$ cat config.mk
export PLATFORM = sky130hd
export DESIGN_NAME = sym_fir_bitstream
export DESIGN_NICKNAME = d
export VERILOG_FILES = /design/src/rtl/sym_fir_pkg.sv /design/src/rtl/sym_fir_adder_tree.sv /design/src/rtl/sym_fir_bitstream.sv
export SDC_FILE = /design/constraint.sdc
export NUM_CORES = 2
export LEC_CHECK = 0
export CAP_MARGIN = 20
export CORE_UTILIZATION = 59
export DETAILED_ROUTE_END_ITERATION = 8
export HOLD_SLACK_MARGIN = 0.08
export PLACE_DENSITY = 0.75
export SLEW_MARGIN = 20
export SYNTH_ARGS = -nofsm -noshare
export SYNTH_HDL_FRONTEND = slang
export SYNTH_SLANG_ARGS = --single-unit
$ cat constraint.sdc
create_clock -name clk -period 3.1 [get_ports clk]
set_input_delay 0.62 -clock clk [delete_from_list [all_inputs] [get_ports clk]]
set_output_delay 0.62 -clock clk [all_outputs]
set_load 0.05 [all_outputs]
$ cat src/rtl/sym_fir_pkg.sv
`default_nettype none
// ============================================================================
// Module   : sym_fir_pkg
// Brief    : Shared types, default coefficients and sizing helpers for the
//            symmetric bit-stream FIR family.
// Revision : 1.0
// ============================================================================
package sym_fir_pkg;

    localparam int COEF_W_DEFAULT    = 16;
    localparam int NUM_DEFAULT_COEFS = 16;

    typedef logic signed [COEF_W_DEFAULT-1:0] coef_t;

    // h[0] is the outermost tap pair, h[NUM_DEFAULT_COEFS-1] the centre pair.
    localparam coef_t DEFAULT_COEFS [NUM_DEFAULT_COEFS] = '{
        16'sd1,   -16'sd3,  -16'sd7,  -16'sd5,
        16'sd6,    16'sd20,  16'sd31,  16'sd22,
        -16'sd15, -16'sd64, -16'sd98, -16'sd71,
        16'sd60,   16'sd280, 16'sd520, 16'sd700
    };

    function automatic int calc_out_w(input int num_taps, input int coef_w);
        return coef_w + 1 + $clog2(num_taps / 2);
    endfunction

    function automatic int calc_lat(input int num_taps);
        return 2 + $clog2(num_taps / 2);
    endfunction

endpackage
`default_nettype wire

$ cat src/rtl/sym_fir_adder_tree.sv
`default_nettype none
// ============================================================================
// Module   : sym_fir_adder_tree
// Brief    : Registered binary reduction of N_IN signed words; each level adds
//            pairs and grows the word by one bit, so the result is exact.
// Revision : 1.0
// ============================================================================
module sym_fir_adder_tree #(
    parameter  int N_IN   = 16,
    parameter  int IN_W   = 17,
    localparam int LEVELS = $clog2(N_IN),
    localparam int OUT_W  = IN_W + LEVELS
) (
    input  logic                    clk,
    input  logic                    rst_n,
    input  logic [LEVELS-1:0]       i_en,
    input  logic [N_IN*IN_W-1:0]    i_data,
    output logic signed [OUT_W-1:0] o_sum
);

    generate
        for (genvar l = 0; l < LEVELS; l++) begin : g_level
            localparam int C_N = N_IN >> (l + 1);
            localparam int C_W = IN_W + l + 1;

            logic [2*C_N*(C_W-1)-1:0] w_in;
            logic [C_N*C_W-1:0]       r_sum;

            if (l == 0) begin : g_leaf
                assign w_in = i_data;
            end else begin : g_inner
                assign w_in = g_level[l-1].r_sum;
            end

            // Operands are sign-extended by one bit before the add.
            always_ff @(posedge clk or negedge rst_n) begin
                if (!rst_n) begin
                    r_sum <= '0;
                end else if (i_en[l]) begin
                    for (int i = 0; i < C_N; i++) begin
                        r_sum[i*C_W +: C_W] <=
                              {w_in[(2*i+1)*(C_W-1)-1], w_in[2*i*(C_W-1) +: C_W-1]}
                            + {w_in[(2*i+2)*(C_W-1)-1], w_in[(2*i+1)*(C_W-1) +: C_W-1]};
                    end
                end
            end
        end
    endgenerate

    assign o_sum = g_level[LEVELS-1].r_sum;

endmodule
`default_nettype wire

$ cat src/rtl/sym_fir_bitstream.sv
`default_nettype none
// ============================================================================
// Module   : sym_fir_bitstream
// Brief    : Symmetric even-length FIR over a serial bit stream (1 -> +1,
//            0 -> -1), multiplier-free, one sample per clock.
// Revision : 1.0
// ============================================================================
module sym_fir_bitstream
    import sym_fir_pkg::*;
#(
    parameter  int NUM_TAPS = 32,
    parameter  int COEF_W   = 16,
    localparam int HALF     = NUM_TAPS / 2,
    localparam int ADDR_W   = $clog2(HALF),
    localparam int LEVELS   = $clog2(HALF),
    localparam int TERM_W   = COEF_W + 1,
    localparam int OUT_W    = calc_out_w(NUM_TAPS, COEF_W),
    localparam int LAT      = calc_lat(NUM_TAPS)
) (
    input  logic                     clk,
    input  logic                     rst_n,
    input  logic                     clear,
    input  logic                     in_valid,
    input  logic                     bit_in,
    input  logic                     coef_we,
    input  logic [ADDR_W-1:0]        coef_addr,
    input  logic signed [COEF_W-1:0] coef_data,
    output logic                     out_valid,
    output logic signed [OUT_W-1:0]  y_data
);

    generate
        if ((NUM_TAPS % 2) != 0 || HALF < 2 || (HALF & (HALF - 1)) != 0) begin : g_bad_num_taps
            $error("sym_fir_bitstream: NUM_TAPS must be even with NUM_TAPS/2 a power of two >= 2");
        end
    endgenerate

    logic [NUM_TAPS-1:0]      r_x;
    logic signed [COEF_W-1:0] r_h [HALF];
    logic [HALF*TERM_W-1:0]   r_p;
    logic [LAT-1:0]           r_v;
    logic signed [OUT_W-1:0]  w_tree_sum;

    // A clear coinciding with a valid sample leaves only that sample in x[0].
    always_ff @(posedge clk or negedge rst_n) begin
        if (!rst_n) begin
            r_x <= '0;
        end else if (clear) begin
            r_x <= {{(NUM_TAPS-1){1'b0}}, in_valid & bit_in};
        end else if (in_valid) begin
            r_x <= {r_x[NUM_TAPS-2:0], bit_in};
        end
    end

    always_ff @(posedge clk or negedge rst_n) begin
        if (!rst_n) begin
            for (int k = 0; k < HALF; k++) begin
                r_h[k] <= COEF_W'(DEFAULT_COEFS[k % NUM_DEFAULT_COEFS]);
            end
        end else if (coef_we) begin
            r_h[coef_addr] <= coef_data;
        end
    end

    // Pair term: matching bits give +/-2h, differing bits cancel to zero.
    always_ff @(posedge clk or negedge rst_n) begin
        if (!rst_n) begin
            r_p <= '0;
        end else if (r_v[0]) begin
            for (int k = 0; k < HALF; k++) begin
                if (r_x[k] && r_x[NUM_TAPS-1-k]) begin
                    r_p[k*TERM_W +: TERM_W] <= {r_h[k], 1'b0};
                end else if (!r_x[k] && !r_x[NUM_TAPS-1-k]) begin
                    r_p[k*TERM_W +: TERM_W] <= -{r_h[k], 1'b0};
                end else begin
                    r_p[k*TERM_W +: TERM_W] <= '0;
                end
            end
        end
    end

    always_ff @(posedge clk or negedge rst_n) begin
        if (!rst_n) begin
            r_v <= '0;
        end else if (clear) begin
            r_v <= {{(LAT-1){1'b0}}, in_valid};
        end else begin
            r_v <= {r_v[LAT-2:0], in_valid};
        end
    end

    // Each tree level only advances with a valid sample, so y_data holds across gaps.
    sym_fir_adder_tree #(
        .N_IN (HALF),
        .IN_W (TERM_W)
    ) u_adder_tree (
        .clk    (clk),
        .rst_n  (rst_n),
        .i_en   (r_v[LEVELS:1]),
        .i_data (r_p),
        .o_sum  (w_tree_sum)
    );

    assign y_data    = w_tree_sum;
    assign out_valid = r_v[LAT-1];

endmodule
`default_nettype wire
==> metrics.md <==
| Metric | Value |
|---|---|
| Outcome | finished clean |
| Final WS setup | 0.253 ns |
| Crit end category | register |
| I/O pins | 48 |
| Die span in y | 284 µm |
| Setup bufs post-CTS | 0 |
| Post-layout min period | 2.85 ns |
| Final #Nets | just over 5000 |
| Met2 wire length | 55.9 mm |
| Leak Pwr | 22.4 nW |
| Worst-path clk slew | approximately 0.060 ns |
| Fmax | 0.351 GHz |
| Core area | 78000 µm² |
| Width of the die | 284 µm |
| Drt via density | 6.14 |
| Class of the worst hold path | primary input to register |
| Initial Util | 0.600 |
| DR pass1 iterations | 6 |
| Initial DRC count | 2914 |
| Pwr per Cell Area | 1010 nW/µm² |
| I/O Buffers | 46 |
| H-tree depth | 3 |
| Total wire length | 120 mm |
| Root buffer cell | clkbuf_16 |
| Antenna-violating nets left | 0 |
| Worst Setup SP | r_p[137] |
| Met1 wire length | 53.5 mm |
| YS warnings | 0 |
| Vias in the first global route | 34300 |
| Slew Limit Headroom | 0.383 |
| Initial antenna violation count | 4 |
| CP endpoint | u_adder_tree.g_level[0].r_sum[87] |
| Max FO, Critical Path | 3 |
| Yosys reg bits | 816 |
| GRT Resource Usage Total | 0.299 |
| Max-slew violations | 0 |
| Met3 WL post-DR | between 6 and 7 mm |
| Critical path class | register to register |
| Total number of vias | 36200 |
| Worst slew pin tran | roughly 0.93 ns |
| Syn Nets | a little over 5000 |
| Final Skew | 0.0299 ns |
| CP Data Arrival Time | 3.38 ns |
| Hpwl dp | 84.3 mm |
| Period utilization | 0.918 |
| Drt wl/cell | just over 20 µm |
| RR Endpoint | u_adder_tree.g_level[0].r_sum[87] |
| R2R Setup Slk | 0.25 ns |
| Final setup TNS | 0 ns |
| Worst setup SP type | register |
| Std cell rows | 102 |
| CP Data Required Time | roughly 3.6 ns |
| Max-Cap Viols | 0 |
| Reg2reg path depth | 10 |
| Cell Area, Synth | 46800 µm² |
| Synthesis-to-layout area growth | 10.4% |
| Distinct cell type count after synthesis | 72 |
| RSZ-0062 raised after global routing | false |
| DRC viols | 0 |
| Total CTS buffers | 86 |
| Largest net degree at the start of global routing | 165 |
| CTS tree | built |
| Overflow after GRT | 0 |
| Seq/Total Area, Yosys | 0.439 |
| Clock Latency Late Sink | roughly 0.66 ns |
| Worst vdd rail ir drop | 573 µV |
| Fillers | 6198 |
| Die area | roughly 80000 µm² |
| Worst r2r src | r_p[137] |
| Synthesized instance count | 4773 |
| Reg area | 20600 µm² |
| Setup slack at placement | 0.258 ns |
| Final Setup Violations | 0 |
| GPL Wtd Cong | 0.902 |
| Main synth FF type | dfrtp_1 |
| Share of layout cells above drive strength 1 | 0.173 |
| Fin. Hold Viols | 0 |
| Clk sinks | 816 |
| Mapped Avg Cell Area | slightly below 10 µm² |
| Post-synth EDFFs | 0 |
| Ys async rst share | 1.00 |
| Top Metal Used | met5 |
| Global-route wire length before repair | around 190 mm |
| Clk buf depth | 3 |
| Footprint of the multi-input gates | 24900 µm² |
worst min path at each step:
stage	cells after the start	startpoint	slack, ns	end
after floorplan	0	rst_n	0.32	r_h[0]
after global placement	1	u_adder_tree.g_level[0].r_sum[25]	0.47	u_adder_tree.g_level[0].r_sum[25]
after detailed placement	1	u_adder_tree.g_level[0].r_sum[25]	0.48	u_adder_tree.g_level[0].r_sum[25]
after CTS	1	in_valid	0.26	r_v[0]
after global routing	1	in_valid	0.28	r_v[0]
final	1	in_valid	0.30	r_v[0]
synthesized netlist by cell type, types with 15 or more instances:
cell type	count	share of area
dfrtp_1	695	0.37
nor2_1	581	0.047
a21oi_1	498	0.053
mux2_2	424	0.10
ha_1	267	0.071
o21ai_0	261	0.028
nand2_1	214	0.017
clkbuf_1	195	0.016
xnor2_1	187	0.035
nor3_1	166	0.018
a22oi_1	145	0.023
inv_1	137	0.011
dfstp_2	121	0.068
a21o_1	117	0.019
or3_1	95	0.013
nand3_1	45	0.0048
o21a_1	45	0.0072
xor2_1	43	0.0080
mux2i_1	34	0.0073
nand2b_1	34	0.0045
or2_2	32	0.0043
nor2b_1	31	0.0041
o22ai_1	30	0.0040
a31oi_1	29	0.0039
o21bai_1	27	0.0043
a211oi_1	24	0.0038
o31ai_1	24	0.0038
o41ai_1	23	0.0043
and3_1	17	0.0023
and2_1	16	0.0021
fa_1	15	0.0064
flip-flops by register name, summed over array words and instances, names as in the netlist:
name	cells
u_adder_tree.o_sum	20
r_x	32
r_h	256
u_adder_tree.g_level.r_sum	246
r_p	256
r_v	6
critical path: stages, from the launching register on:
cell and delay (ns):
dfrtp_1 0.39, ha_1 0.24, fa_1 0.42, a21o_1 0.19, a21oi_1 0.21, nor2b_1 0.08
o31a_1 0.28, o22ai_1 0.28, o21ai_0 0.20, xor2_1 0.17, mux2_2 0.27
metal layers:
layer / GRT usage / vias to the layer above
met1: 0.412 / 17700
li1: - / 17300
met3: 0.0434 / 238
met2: 0.484 / 999
met4: 0.101 / 4
met5: 0 / -
report_power, final:
| group | total (W) | switching (W) | internal, W |
|---|---|---|---|
| Clock | 0.0109 | 0.00440 | 0.00653 |
| Sequential | 0.0174 | 0.00313 | 0.0143 |
| Combinational | 0.0240 | 0.0132 | 0.0109 |
| Total | 0.0524 | 0.0207 | 0.0317 |
cells in the final DEF, fill, tap and decap left out, drive strengths merged, types with 31 or more instances in the layout:
cell and n:
a21o 117, a21oi 498, a22oi 145, buf 100
clkbuf 125, clkdlybuf4s50 41, dfrtp 695, dfstp 121
ha 267, inv 140, mux2 424, mux2i 34
nand2 214, nand2b 34, nand3 45, nor2 581
nor2b 31, nor3 166, o21a 45, o21ai 265
or2 38, or3 98, xnor2 187, xor2 43
logic make-up after synthesis:
logic type / share of synthesized area
AO/OA/AOI/OAI: 0.173
XOR/XNOR: 0.0430
adder cells (fa/ha/maj): 0.0778
buffers and inverters: 0.0281
flip-flops: 0.439
multiplexers: 0.109
other: 0.0000801
AND/OR/NAND/NOR: 0.130
metrics by stage:
stage | cell area (µm²) | cells | hold slack [ns] | total power [W] | util
global route | 51700 | 5903 | 0.281 | 0.0559 | 0.663
global placement | 48700 | 5742 | 0.466 | 0.0405 | 0.624
detailed placement | 48700 | 5742 | 0.477 | 0.0411 | 0.624
CTS | 51700 | 5903 | 0.263 | 0.0523 | 0.663
finish | 51700 | 5904 | 0.297 | 0.0524 | 0.663
floorplan | 46800 | 4773 | 0.324 | 0.0342 | -
layout make-up:
cell class,count,share of cell area
Antenna cell,1,0.0000484
Clock buffer,125,0.0484
Clock inverter,35,0.00947
Inverter,137,0.00995
Multi-Input combinational cell,3608,0.483
Sequential cell,816,0.398
Tap cell,1040,0.0252
Timing Repair Buffer,142,0.0260
repair_timing:
item / CTS / global route
gates resized for setup: 0 / 2
endpoints found under the setup margin: 0 / 1
hold endpoints to repair: 21 / 0
hold buffers: 1 / 0
Note: power is estimated with default switching activity, not from simulation.
